File: config.mk
export PLATFORM = sky130hd
export DESIGN_NAME = hp_sensor_array_flat
export DESIGN_NICKNAME = d
export VERILOG_FILES = /design/src/rtl/hp_sensor_array_if.sv /design/src/rtl/hp_sensor_array.sv /design/src/flat_wrapper.sv
export SDC_FILE = /design/constraint.sdc
export NUM_CORES = 1
export LEC_CHECK = 0
export ABC_AREA = 1
export BUFFER_PORTS_ARGS = -buffer_cell sky130_fd_sc_hd__buf_2
export CORE_MARGIN = 4
export CORE_UTILIZATION = 51
export CTS_CLUSTER_DIAMETER = 60
export DETAILED_ROUTE_END_ITERATION = 8
export PLACE_DENSITY = 0.82
export SYNTH_ARGS = -nofsm -noshare
export SYNTH_HDL_FRONTEND = slang
export SYNTH_SLANG_ARGS = --single-unit
File: constraint.sdc
create_clock -name CK -period 1.5 [get_ports CK]
set_input_delay 0.15 -clock CK [delete_from_list [all_inputs] [get_ports CK]]
set_output_delay 0.15 -clock CK [all_outputs]
set_load 0.01 [all_outputs]
File: src/rtl/hp_sensor_array_if.sv
// hp_sensor_array_if: control/status bundle for hp_sensor_array.
// GLITCH exists only when HP_GLITCH_INJECT_EN is defined.
interface hp_sensor_array_if #(
   parameter int CHANNELS = 4,
   parameter int CNT_W = 16
);
   logic EN;
   logic CLR;
   logic [CHANNELS-1:0] VCC;
   logic ALARM;
   logic [CHANNELS-1:0] ALARM_VEC;
   logic [CNT_W-1:0] TRIP_COUNT;
   logic [1:0] STATE;
`ifdef HP_GLITCH_INJECT_EN
   logic [CHANNELS-1:0] GLITCH;
   modport master (output EN, CLR, VCC, GLITCH, input ALARM, ALARM_VEC, TRIP_COUNT, STATE);
   modport slave (input EN, CLR, VCC, GLITCH, output ALARM, ALARM_VEC, TRIP_COUNT, STATE);
`else
   modport master (output EN, CLR, VCC, input ALARM, ALARM_VEC, TRIP_COUNT, STATE);
   modport slave (input EN, CLR, VCC, output ALARM, ALARM_VEC, TRIP_COUNT, STATE);
`endif
endinterface

File: src/rtl/hp_sensor_array.sv
// hp_sensor_array: multi-channel phase-toggle glitch sensor bank with arming FSM and trip counter.
// Defining HP_GLITCH_INJECT_EN adds the per-channel GLITCH XOR on each oscillator output.
module hp_sensor_array #(
   parameter int CHANNELS = 4,
   parameter bit INVERT = 1'b0,
   parameter int THRESH = 2,
   parameter int WARMUP = 4,
   parameter int CNT_W = 16
) (
   input logic CK,
   input logic RST,
   hp_sensor_array_if.slave bus
);
   typedef enum logic [1:0] {S_IDLE, S_WARMUP, S_MONITOR, S_TRIPPED} state_t;
   localparam int RW = $clog2(THRESH + 1);
   localparam int WW = $clog2(WARMUP + 1);
   localparam logic [RW-1:0] TH = RW'(THRESH);
   localparam logic [RW-1:0] TH_M1 = RW'(THRESH - 1);
   localparam logic [WW-1:0] WU_M1 = WW'(WARMUP - 1);
   state_t state_q, state_d;
   logic p_q, p_d, cap, watch;
   logic [CHANNELS-1:0] d_q, d_d, b_q, b_d, a_q, a_d, alarm_q, alarm_d, o, raw, trip;
   logic [CHANNELS-1:0][RW-1:0] run_q, run_d;
   logic [WW-1:0] wcnt_q, wcnt_d;
   logic [CNT_W-1:0] cnt_q, cnt_d;
`ifdef HP_GLITCH_INJECT_EN
   assign o = d_q ^ bus.GLITCH;
`else
   assign o = d_q;
`endif
   // a healthy oscillator never shows the same value in all three taps
   assign raw = ~(o ^ b_q) & ~(b_q ^ a_q);
   assign watch = state_q == S_MONITOR || state_q == S_TRIPPED;
   assign cap = p_q == INVERT;
   always_comb begin
      p_d = ~p_q;
      d_d = cap ? bus.VCC & ~d_q : d_q;
      b_d = cap ? o : b_q;
      a_d = cap ? a_q : b_q;
      for (int i = 0; i < CHANNELS; i++) begin
         trip[i] = watch && raw[i] && run_q[i] >= TH_M1;
         run_d[i] = (bus.CLR || !watch || !raw[i]) ? '0 : (run_q[i] == TH ? TH : run_q[i] + RW'(1));
      end
      alarm_d = bus.CLR ? '0 : alarm_q | trip;
      cnt_d = bus.CLR ? '0 : (|(trip & ~alarm_q) && cnt_q != '1) ? cnt_q + CNT_W'(1) : cnt_q;
      wcnt_d = (state_q == S_WARMUP && bus.EN && !bus.CLR) ? wcnt_q + WW'(1) : '0;
      state_d = state_q;
      if (bus.CLR) state_d = bus.EN ? S_WARMUP : S_IDLE;
      else if (!bus.EN) state_d = S_IDLE;
      else if (state_q == S_IDLE) state_d = S_WARMUP;
      else if (state_q == S_WARMUP && wcnt_q == WU_M1) state_d = S_MONITOR;
      else if (state_q == S_MONITOR && |trip) state_d = S_TRIPPED;
   end
   always_ff @(posedge CK) begin
      if (RST) begin
         state_q <= S_IDLE;
         p_q <= 1'b0;
         d_q <= '0;
         b_q <= '0;
         a_q <= '0;
         run_q <= '0;
         wcnt_q <= '0;
         alarm_q <= '0;
         cnt_q <= '0;
      end else begin
         state_q <= state_d;
         p_q <= p_d;
         d_q <= d_d;
         b_q <= b_d;
         a_q <= a_d;
         run_q <= run_d;
         wcnt_q <= wcnt_d;
         alarm_q <= alarm_d;
         cnt_q <= cnt_d;
      end
   end
   assign bus.ALARM = |alarm_q;
   assign bus.ALARM_VEC = alarm_q;
   assign bus.TRIP_COUNT = cnt_q;
   assign bus.STATE = state_q;
endmodule
File: src/flat_wrapper.sv
// flat-port wrapper written by rule: the top's interface ports become plain ports
module hp_sensor_array_flat 
#(
   parameter int CHANNELS = 4,
   parameter bit INVERT = 1'b0,
   parameter int THRESH = 2,
   parameter int WARMUP = 4,
   parameter int CNT_W = 16
)
  (CK, RST, bus_EN, bus_CLR, bus_VCC, bus_ALARM, bus_ALARM_VEC, bus_TRIP_COUNT, bus_STATE);
  hp_sensor_array_if #(.CHANNELS(CHANNELS), .CNT_W(CNT_W)) bus_i ();
  input logic CK;
  input logic RST;
  input wire logic [$bits(bus_i.EN)-1:0] bus_EN;
  input wire logic [$bits(bus_i.CLR)-1:0] bus_CLR;
  input wire logic [$bits(bus_i.VCC)-1:0] bus_VCC;
  output wire logic [$bits(bus_i.ALARM)-1:0] bus_ALARM;
  output wire logic [$bits(bus_i.ALARM_VEC)-1:0] bus_ALARM_VEC;
  output wire logic [$bits(bus_i.TRIP_COUNT)-1:0] bus_TRIP_COUNT;
  output wire logic [$bits(bus_i.STATE)-1:0] bus_STATE;
  assign bus_i.EN = bus_EN;
  assign bus_i.CLR = bus_CLR;
  assign bus_i.VCC = bus_VCC;
  assign bus_ALARM = bus_i.ALARM;
  assign bus_ALARM_VEC = bus_i.ALARM_VEC;
  assign bus_TRIP_COUNT = bus_i.TRIP_COUNT;
  assign bus_STATE = bus_i.STATE;
  hp_sensor_array #(.CHANNELS(CHANNELS), .INVERT(INVERT), .THRESH(THRESH), .WARMUP(WARMUP), .CNT_W(CNT_W)) u_core (.CK(CK), .RST(RST), .bus(bus_i));
endmodule
* After elaboration in Yosys (flattened, before gate mapping)
Cells that the tools add are included.
** Word-level totals
- Bits in latches :: 0
- Memory bits (writable) :: 0
- Logic and storage cells :: 97
- Input bits :: 8
- Memories kept :: 0
- Output and inout port bits :: 23
- Memory bits (read-only) :: 0
- Register bits after elaboration :: 46
** Operators by class
- Add/subtract/negate cells :: 6
- $mul :: 0
- Magnitude comparators :: 4
- Equality and inequality tests :: 10
- Div/mod/pow operators :: 0
- Shift operators :: 0
- Reduce and logical (&&, ||, !) cells :: 39
- Multiplexer cells :: 10
- Bitwise gates (word level) :: 12
** Operators by type and width (count)
- 2-to-1 mux 2 bit :: 9
- adder 16 x 1 -> 16 bit, second input constant :: 1
- inequality test 16 bit, second input constant :: 1
- NOT 4 bit :: 4
- logical AND 1 bit :: 13
- AND 4 bit :: 3
- equality test 2 bit, second input constant :: 6
- OR reduction 2 bit :: 6
- OR reduction 3 bit :: 4
- OR reduction 4 bit :: 3
- adder 2 x 1 -> 2 bit, second input constant :: 4
- >= comparator 2 x 1 -> 1 bit, second input constant :: 4
- bitwise XOR 4 bit :: 2
- zero test 1 bit :: 6
- logical OR 1 bit :: 6
- inequality test 5 x 1 -> 1 bit, second input constant :: 1
- bitwise OR 4 bit :: 1
- adder 3 x 1 -> 3 bit, second input constant :: 1
- equality test 3 x 2 -> 1 bit, second input constant :: 1
- equality test 2 x 1 -> 1 bit, second input constant :: 1
- zero test 2 bit :: 1
- NOT 1 bit :: 2
- 2-to-1 mux 1 bit :: 1

* Depth between registers and ports, before layout
Gate-level depths: netlist of run 1.
- Depth after elaboration :: 12
- Mapped depth :: 11
- Mapped depth without buffers :: 11

* Worst setup path after synthesis of run 1
OpenSTA, ideal clock, no wires.
- Path kind :: reg2reg
- Start point :: reg u_core.cnt_q[0] (netlist: u_core.bus.TRIP_COUNT[0])
- End point :: reg u_core.cnt_q[6] (netlist: u_core.bus.TRIP_COUNT[6])
- Library setup time :: 0.113 ns
- Clock period less this slack :: 1.513 ns
- Buffers on the path :: 0
- Stages on the path, launching flop included :: 11
- Data required time :: 1.387 ns
- Setup slack :: -0.013 ns
- Arrival :: 1.401 ns
- Cells stage by stage :: dfxtp_1 > ha_1 > nand3_1 > nor2_1 > nand4_2 > nand2_1 > inv_1 > o21ai_1 > nand2_1 > nand2_1 > nor2_1
** Between the ends
- Longest elaborated chain between the ends :: 2
- Elaborated cells on any way between the ends :: 3
** Ends and longest elaborated chain
- start: declaration :: RTL line hp_sensor_array.sv:25 : logic [CNT_W-1:0] cnt_q, cnt_d;
- start signal: assignment :: RTL line hp_sensor_array.sv:74 : cnt_q <= cnt_d;
- branches (longest 2 deep; another with adder 16 x 1 -> 16 bit)
Several ways; the timed one is not identified.
A chain may end at the register's enable or synchronous reset.

* Final worst setup path of run 1
- Start point :: reg u_core.cnt_q[3] (netlist: u_core.bus.TRIP_COUNT[3])
- End point :: reg u_core.cnt_q[15] (netlist: u_core.bus.TRIP_COUNT[15])
Same word-level chain as after synthesis.

==> results of run 1 <==
layer usage:
metal | global-route usage | part of all wire
met1 | 0.237 | 0.39
met2 | 0.352 | 0.50
met3 | 0.0514 | 0.068
met4 | 0.0905 | 0.040
met5 | 0 | 0
worst min-delay path by stage:
| stage | start | slack (ps) | end |
|---|---|---|---|
| after global placement | u_core.run_q[4]$_SDFF_PP0_ | 410 | u_core.run_q[4]$_SDFF_PP0_ |
| after CTS | bus_VCC[0] | 130 | u_core.d_q[0]$_SDFFE_PP0N_ |
| final | bus_VCC[0] | 130 | u_core.d_q[0]$_SDFFE_PP0N_ |
| after floorplan | bus_EN | 330 | u_core.wcnt_q[1]$_SDFF_PP0_ |
| after detailed placement | u_core.run_q[6]$_SDFF_PP0_ | 420 | u_core.run_q[6]$_SDFF_PP0_ |
| after global routing | bus_VCC[3] | 150 | u_core.d_q[3]$_SDFFE_PP0N_ |
repair_timing:
item / 4_1_cts / 5_1_grt
buffers inserted: 7 / 1
cloned: 1 / 2
gates resized for setup: 9 / 62
pin swaps: 4 / 17
endpoints found under the setup margin: 16 / 16
cells by family (layout without fill, tap and decap cells):
logic type | Yosys count | count (layout) | share of synthesized area
flip-flops | 46 | 46 | 0.412
AND/OR/NAND/NOR | 159 | 162 | 0.319
buffers and inverters | 58 | 119 | 0.106
AO/OA/AOI/OAI | 42 | 42 | 0.101
adder cells (fa/ha/maj) | 11 | 11 | 0.0616
cell usage in the layout (no fill, tap or decap), types with 2 or more instances in the layout:
master / count
a21oi_1: 23
a21oi_2: 4
a21oi_4: 2
buf_2: 30
buf_4: 27
buf_6: 2
clkbuf_8: 5
clkinv_2: 2
dfxtp_1: 30
dfxtp_2: 15
ha_1: 9
inv_1: 45
inv_2: 6
nand2_1: 53
nand2_2: 7
nand3_1: 28
nand3_4: 2
nand4_1: 5
nand4_4: 7
nor2_1: 39
nor2_2: 7
nor2_4: 5
nor3_1: 8
o21ai_0: 5
o21ai_1: 3
o21ai_2: 2
sequential cells by signal (all words and copies together) (netlist names):
| register | flops |
|---|---|
| u_core.bus.TRIP_COUNT | 16 |
| u_core.run_q | 8 |
| u_core.a_q | 4 |
| u_core.b_q | 4 |
| u_core.bus.ALARM_VEC | 4 |
| u_core.d_q | 4 |
| u_core.wcnt_q | 3 |
| u_core.bus.STATE | 2 |
| u_core.p_q | 1 |
stage by stage:
stage               power, mW  utilization  cells  setup TNS, ps
finish                   2.28        0.734    430          -88.7
global route             2.38        0.734    430           -726
CTS                      2.29        0.679    427              0
detailed placement       1.39        0.627    411           -383
global placement         1.39        0.627    411              0
floorplan                1.35            -    316              0
critical path, delay by kind of cell (launching register included):
family	cells	cell delay [ps]
DFF	1	430
and+or+nand+nor	9	1070
final cells by class:
class / count / area, sq um
fill: 314 / 1100
tap: 50 / 62.6
inverter: 51 / 191
clock inverter: 3 / 40.0
timing repair buffer: 60 / 395
clock buffer: 5 / 68.8
multi-input combinational: 215 / 1320
sequential: 46 / 943
power by group:
| part | internal, mW | switching (mW) | leakage [nW] |
|---|---|---|---|
| clock | 0.490 | 0.413 | 0.0579 |
| combinational | 0.0441 | 0.0663 | 0.900 |
| sequential | 1.24 | 0.0260 | 0.381 |
| total | 1.77 | 0.505 | 1.34 |
==> results.yml, run 1 <==
setup_path:
  max_stage_delay_ps: 430
  setup.worst_path.end: "u_core.bus.TRIP_COUNT[15]$_SDFFE_PP0P_"
  critPathLaunch: "u_core.bus.TRIP_COUNT[3]$_SDFFE_PP0P_"
  r2r-end: "u_core.bus.TRIP_COUNT[15]$_SDFFE_PP0P_"
  crit_type: "flip-flop to flip-flop"
  worstPathRequired_ps: 1700
  regToRegSetupSlack_ps: -90
  reg2reg_from: "u_core.bus.TRIP_COUNT[3]$_SDFFE_PP0P_"
  crit_arrival_ps: 1790
  crit_path_cell_trace: "nand2_1 > nor2_2 > nand2_2 > nor3_4 > nand2_2 > nor2_4 > nand3_1 > nand2_1 > nor2_1"
  crit_slowest_cell: "dfxtp_2"
  cp-end-kind: "flip-flop"
  worst-r2r-cell-count: 9
  critPathLaunchType: "flip-flop"
  path_max_fanout: 6
timing:
  rsz0062_at_grt: "true"
  setup_violations: 1
  clock.fmax_mhz: 629
  setup_ws_ps: -88.7
  worst_pin_slew_ps: 311
  slew_headroom: 0.793
  whs_ps: 128
  clock_skew_ps: 7.82
  hold_viol: 0
  min_period_ps: 1590
  slew_viol_final: 0
  layout_worst_path_cycle_share: 1.06
synth:
  synth.top_cells.by_count: "60 x nand2_1, 50 x inv_1, 49 x nor2_1"
  synth.distinct_cells: 25
  synth.top_cell.area_share: 0.412
  synth_ff_type: "dfxtp_1"
  ys_seq_area_frac: 0.412
  synthCells: 316
  synth_warnings: 0
  ys_ff_latch: 46
  synth_area_per_cell_sq_um: 7.07
  ys_async_sr_fraction: 0
  synth.most_common_cell: "nand2_1"
  yosys-top-cells-area: "dfxtp_1 41%, nand2_1 10%, inv_1 8.4%, nor2_1 8.2%, nand3_1 6.5%"
  synth_edf_count: 0
  syn_nets: 335
  yosysTopAreaCell: "dfxtp_1"
  syn_area_sq_mm: 0.00223
finish:
  stdcell_area_sq_mm: 0.00302
  antenna_cells: 0
  syn_to_final_growth_pct: 35.1
  finalNetCount: 398
  drive_gt1_frac: 0.339
drt:
  via_per_inst: 5.48
  wl_per_cell_microns: 13.9
  wl_microns: 5960
  vias: 2356
  drc: 0
  firstDrtPassIters: 4
  drt-initial-drc-count: 202
  drtAntennaViolNets: 0
clock_tree:
  clk_latency_ps: 300
  ctsRootBufferMaster: "clkbuf_8"
  cts.path.max_buffers: 2
  postCtsHoldBufs: 0
  numCtsBuffers: 5
  clk_pin_slew_ps: 90
  cts_sinks: 46
  h-tree-depth: 2
  cts_tree: "built"
pwr:
  power.density_mw_per_mm2: 755
  p_leak_nw: 1.34
  peakVddDrop_v: 0.000607
worst_hold_path:
  hold_path_depth: 3
  hold_path.class: "input port to flip-flop"
grt:
  grt_pass1_vias: 2008
  antenna_found_initial: 0
  grt.total_usage: 0.204
  grt_overflow: 0
  grt_pass1_wl_microns: 8770
  grt_max_degree: 23
floorplanning:
  ios: 31
  dieWidth_microns: 74.2
  die_h_microns: 74.2
  initial_core_util: 0.543
  die_area_sq_mm: 0.00550
  core.rowCount: 23
  core_sq_mm: 0.00412
flow_run:
  maxCapViolCount: 0
place:
  dpl_cell_area_sq_mm: 0.00258
  place_worst_setup_slack_ps: -71.4
  place_congestion: 0.841
  io_buffer_count: 30
  dp_hpwl_microns: 3630
status:
  violations: "negative setup slack"
  status: "complete, but fails checks"
(Power assumes the default switching activity.)
==> run 2, diff against run 1 <==
--- a/config.mk
+++ b/config.mk
@@ -8,10 +8,10 @@
 export ABC_AREA = 1
 export BUFFER_PORTS_ARGS = -buffer_cell sky130_fd_sc_hd__buf_2
 export CORE_MARGIN = 4
-export CORE_UTILIZATION = 51
+export CORE_UTILIZATION = 25
 export CTS_CLUSTER_DIAMETER = 60
 export DETAILED_ROUTE_END_ITERATION = 8
-export PLACE_DENSITY = 0.82
+export PLACE_DENSITY = 0.5
 export SYNTH_ARGS = -nofsm -noshare
 export SYNTH_HDL_FRONTEND = slang
 export SYNTH_SLANG_ARGS = --single-unit
==> run 2 against run 1 <==
  * The run now ends clean
  * Combinational power rose by 14%
  * Sequential cell count unchanged
  * Sequential power about the same
  * Cell count grew 15%
  * Critical path type unchanged
  * Largest cell class unchanged
  * Largest power group unchanged
  * Highest routed layer unchanged
==> results.yml, run 2 (synthesis gave the netlist of run 1 again) <==
timing:
  worst_pin_slew_ps: 299
  setup_ws_ps: 28.2
  clock.fmax_mhz: 679
  clock_skew_ps: 5.81
  hold_viol: 0
  slew_headroom: 0.799
  rsz0062_at_grt: "true"
  min_period_ps: 1470
  layout_worst_path_cycle_share: 0.981
  setup_violations: 0
  slew_viol_final: 0
drt:
  via_per_inst: 4.40
  drt-initial-drc-count: 64
  wl_per_cell_microns: 11.5
  drtAntennaViolNets: 0
  drc: 0
  vias: 2174
  wl_microns: 5680
  firstDrtPassIters: 4
place:
  place_congestion: 0.772
  io_buffer_count: 30
  dp_hpwl_microns: 3930
  dpl_cell_area_sq_mm: 0.00273
  place_worst_setup_slack_ps: -46.7
finish:
  mostFrequentLayoutCells: "54 x nand2_1, 43 x nor2_1, 41 x inv_1"
  antenna_cells: 0
  largest_reg_flops: 16
  drive_gt1_frac: 0.415
  finalNetCount: 404
  layout_commonest_cell: "nand2_1"
  syn_to_final_growth_pct: 43.9
  fill_cells: 929
  stdcell_area_sq_mm: 0.00322
pwr:
  total_power_mw: 2.33
  power.density_mw_per_mm2: 724
  p_leak_nw: 1.35
  peakVddDrop_v: 0.000435
status:
  status: "completed"
grt:
  grt_pass1_wl_microns: 8960
  grt_pass1_vias: 2058
  grt.total_usage: 0.106
  grt_max_degree: 28
  antenna_found_initial: 0
  grt_overflow: 0
clock_tree:
  ctsRootBufferMaster: "clkbuf_8"
  clk_pin_slew_ps: 90
  postCtsHoldBufs: 0
  numCtsBuffers: 5
  cts.path.max_buffers: 2
  h-tree-depth: 2
  cts_sinks: 46
  clk_latency_ps: 300
  cts_tree: "built"
setup_path:
  critPathLaunchType: "flip-flop"
  worstPathRequired_ps: 1710
  crit_slowest_cell: "dfxtp_2"
  crit_path_cell_trace: "nand2_2 > a21oi_2 > nand4_1 > nand4_4 > clkbuf_16 > nand3_2 > nand2_1 > nor2_1"
  max_stage_delay_ps: 370
  crit_arrival_ps: 1680
  path_max_fanout: 7
  cp-end-kind: "flip-flop"
  crit_type: "flip-flop to flip-flop"
floorplanning:
  dieWidth_microns: 103
  initial_core_util: 0.256
  die_h_microns: 103
  die_area_sq_mm: 0.0105
  core.rowCount: 34
  ios: 31
  core_sq_mm: 0.00872
worst_hold_path:
  hold_path.class: "input port to flip-flop"
flow_run:
  maxCapViolCount: 0
==> run 2: power breakdown <==
part	total, mW	leakage (nW)	switching (mW)	internal (mW)
combinational	0.125	0.921	0.0737	0.0516
sequential	1.26	0.383	0.0181	1.24
clock	0.944	0.0514	0.447	0.498
==> run 2: worst max-delay path: cells and delay by family, from the launching register on <==
family          cells  cell delay [ps]
flops               1              370
simple gates        6              660
compound gates      1              160
buf+inv             1              190
==> run 2: per-layer routing <==
| metal | track usage | share of wire |
|---|---|---|
| met5 | 0 | 0 |
| met4 | 0.0272 | 0.0051 |
| met3 | 0.0277 | 0.053 |
| met2 | 0.166 | 0.45 |
| met1 | 0.145 | 0.49 |
==> run 2: path summary, 6_finish.rpt <==
| kind | startpoint | slack [ps] | to | cells after the start |
|---|---|---|---|---|
| max | u_core.a_q[3]$_SDFFE_PP0P_ | 30 | u_core.bus.TRIP_COUNT[8]$_SDFFE_PP0P_ | 8 |
| min | bus_VCC[2] | 140 | u_core.d_q[2]$_SDFFE_PP0N_ | 3 |
| max reg2reg | u_core.a_q[3]$_SDFFE_PP0P_ | 30 | u_core.bus.TRIP_COUNT[8]$_SDFFE_PP0P_ | 8 |
| min reg2reg | u_core.run_q[2]$_SDFF_PP0_ | 420 | u_core.run_q[2]$_SDFF_PP0_ | 1 |
==> run 2: repair_timing <==
item                       in CTS  in global routing
cloned                          0                  3
setup buffers                   1                  4
gates resized for setup         9                 80
pin swaps                       3                 15
setup endpoints to repair      16                 16
==> run 2: cell type report <==
class                           instances  area, sq um  area share
Clock inverter                          2         37.5      0.0117
Inverter                               51          191      0.0595
Timing Repair Buffer                   69          494       0.154
Clock buffer                            6         72.6      0.0226
Sequential cell                        46          948       0.295
Tap cell                              108          135      0.0420
Multi-Input combinational cell        212         1340       0.416
==> run 2: stage by stage <==
step	hold WS, ps	utilization	setup TNS (ps)	instances
floorplan	334	-	0	316
detailed placement	409	0.313	-128	479
global placement	408	0.313	-57.8	479
finish	135	0.369	0	494
CTS	123	0.329	0	488
global route	146	0.369	-834	494
==> run 3, diff against run 2 <==
--- a/config.mk
+++ b/config.mk
@@ -11,7 +11,6 @@
 export CORE_UTILIZATION = 25
 export CTS_CLUSTER_DIAMETER = 60
 export DETAILED_ROUTE_END_ITERATION = 8
-export PLACE_DENSITY = 0.5
 export SYNTH_ARGS = -nofsm -noshare
 export SYNTH_HDL_FRONTEND = slang
 export SYNTH_SLANG_ARGS = --single-unit
==> run 3 against run 2 <==
  * Critical path depth is the same
  * Cell count shrank 2.2%
  * Sequential power is essentially flat
  * Largest power group unchanged
  * Critical endpoint is now u_core.bus.TRIP_COUNT[10]$_SDFFE_PP0P_
==> results.yml, run 3 (synthesis gave the netlist of run 1 again) <==
finish:
  drive_gt1_frac: 0.397
  antenna_cells: 0
  postLayoutCoreUtil: 0.361
  largest_reg_flops: 16
  fill_cells: 895
  syn_to_final_growth_pct: 41.0
  layout_commonest_cell: "nand2_1"
  mostFrequentLayoutCells: "54 x nand2_1, 44 x nor2_1, 38 x inv_1"
  stdcell_count: 483
  finalNetCount: 393
clock_tree:
  postCtsHoldBufs: 0
  cts_tree: "built"
  clk_pin_slew_ps: 90
  cts_sinks: 46
  h-tree-depth: 2
  ctsRootBufferMaster: "clkbuf_8"
  clk_latency_ps: 300
  cts.path.max_buffers: 2
  numCtsBuffers: 5
setup_path:
  crit_arrival_ps: 1680
  critPathLaunchType: "flip-flop"
  crit_type: "flip-flop to flip-flop"
  cp-end-kind: "flip-flop"
  worstPathRequired_ps: 1690
  path_max_fanout: 7
pwr:
  p_leak_nw: 1.30
  p_int_mw: 1.78
  netSwitchingFraction: 0.229
  combinationalPowerShare: 0.053
  power.switching_mw: 0.528
  seqPwrFrac: 0.547
  p_clk_frac: 0.399
  peakVddDrop_v: 0.000384
  power.density_mw_per_mm2: 733
grt:
  grt_pass1_vias: 2031
  grt_max_degree: 28
  grt_overflow: 0
  grt_pass1_wl_microns: 9040
  antenna_found_initial: 0
  grt.total_usage: 0.106
floorplanning:
  core.rowCount: 34
  core_sq_mm: 0.00872
  die_area_sq_mm: 0.0105
  die_h_microns: 103
  ios: 31
  dieWidth_microns: 103
  initial_core_util: 0.256
timing:
  slew_headroom: 0.814
  slew_viol_final: 0
  layout_worst_path_cycle_share: 0.988
  setup_violations: 0
  hold_viol: 0
  clock_skew_ps: 5.30
  min_period_ps: 1480
  clock.fmax_mhz: 675
  worst_pin_slew_ps: 279
  rsz0062_at_grt: "true"
place:
  dp_hpwl_microns: 3890
  place_congestion: 0.781
  io_buffer_count: 30
  place_inst: 470
drt:
  wl_microns: 5770
  wl_met3_microns: 339
  top_layer: "met4"
  vias: 2199
  met2_length_microns: 2790
  firstDrtPassIters: 4
  drtAntennaViolNets: 0
  drt-initial-drc-count: 76
  wl_per_cell_microns: 11.9
  drc: 0
  met1_length_microns: 2610
  via_per_inst: 4.55
status:
  status: "completed"
flow_run:
  maxCapViolCount: 0
worst_hold_path:
  hold_path.class: "input port to flip-flop"
-- run 3: changes by cell type in the layout (fill, tap and decap cells not counted), sizes merged --
| cell | change |
|---|---|
| buf | -11 |
| clkinvlp | -1 |
| clkinv | +2 |
| clkbuf | -1 |
-- run 3: stage by stage --
stage	setup TNS, ps	total power, mW	cell area (sq um)	hold slack (ps)	setup slack (ps)
6_report	0	2.31	3150	128	17.8
5_1_grt	-380	2.41	3150	144	-48.1
4_1_cts	0	2.32	2820	127	12.5
3_5_place_dp	0	1.40	2670	407	1.81
3_3_place_gp	0	1.40	2670	407	46.5
2_1_floorplan	0	1.35	2240	334	10.4
-- run 3: what timing repair did --
item,CTS,global route
pin swaps,3,14
setup buffers,1,2
endpoints found under the hold margin,0,0
gates resized for setup,9,87
endpoints found under the setup margin,15,16
gates cloned,0,3
-- run 3: cell type report --
class                   instances  area (sq um)  area share
clock buffers                   5          68.8      0.0218
well taps                     108           135      0.0429
multi-input cells             212          1330       0.422
flip-flops and latches         46           956       0.303
inverters                      51           196      0.0624
repair buffers                 58           424       0.135
clock inverters                 3          40.0      0.0127
-- run 3: final timing paths --
path,start,slack [ps],end,cells past startpoint
min,bus_VCC[1],130,u_core.d_q[1]$_SDFFE_PP0N_,3
max,u_core.b_q[3]$_SDFFE_PP0N_,20,u_core.bus.TRIP_COUNT[10]$_SDFFE_PP0P_,8
max reg2reg,u_core.b_q[3]$_SDFFE_PP0N_,20,u_core.bus.TRIP_COUNT[10]$_SDFFE_PP0P_,8
min reg2reg,u_core.run_q[2]$_SDFF_PP0_,400,u_core.run_q[2]$_SDFF_PP0_,1
-- run 3: power by group through the flow --
stage	Sequential [mW]	Combinational, mW	Clock, mW
6_report	1.26	0.123	0.922
4_1_cts	1.26	0.116	0.943
3_5_place_dp	1.29	0.116	0
2_1_floorplan	1.28	0.0709	0
5_1_grt	1.27	0.142	1.00
3_3_place_gp	1.29	0.114	0
-- run 3: worst max-delay path: stages, from the launching register on --
cell	delay (ps)
dfxtp_2	370
nand2_2	70
a21oi_4	150
nand4_1	200
nand4_4	220
clkbuf_16	190
nand3_2	60
nand2_1	60
nor2_1	40
-- run 3: routing by layer --
metal / vias up / track usage
li1: 1128 / -
met1: 1020 / 0.137
met2: 47 / 0.175
met3: 4 / 0.0257
met4: 0 / 0.0293
met5: - / 0
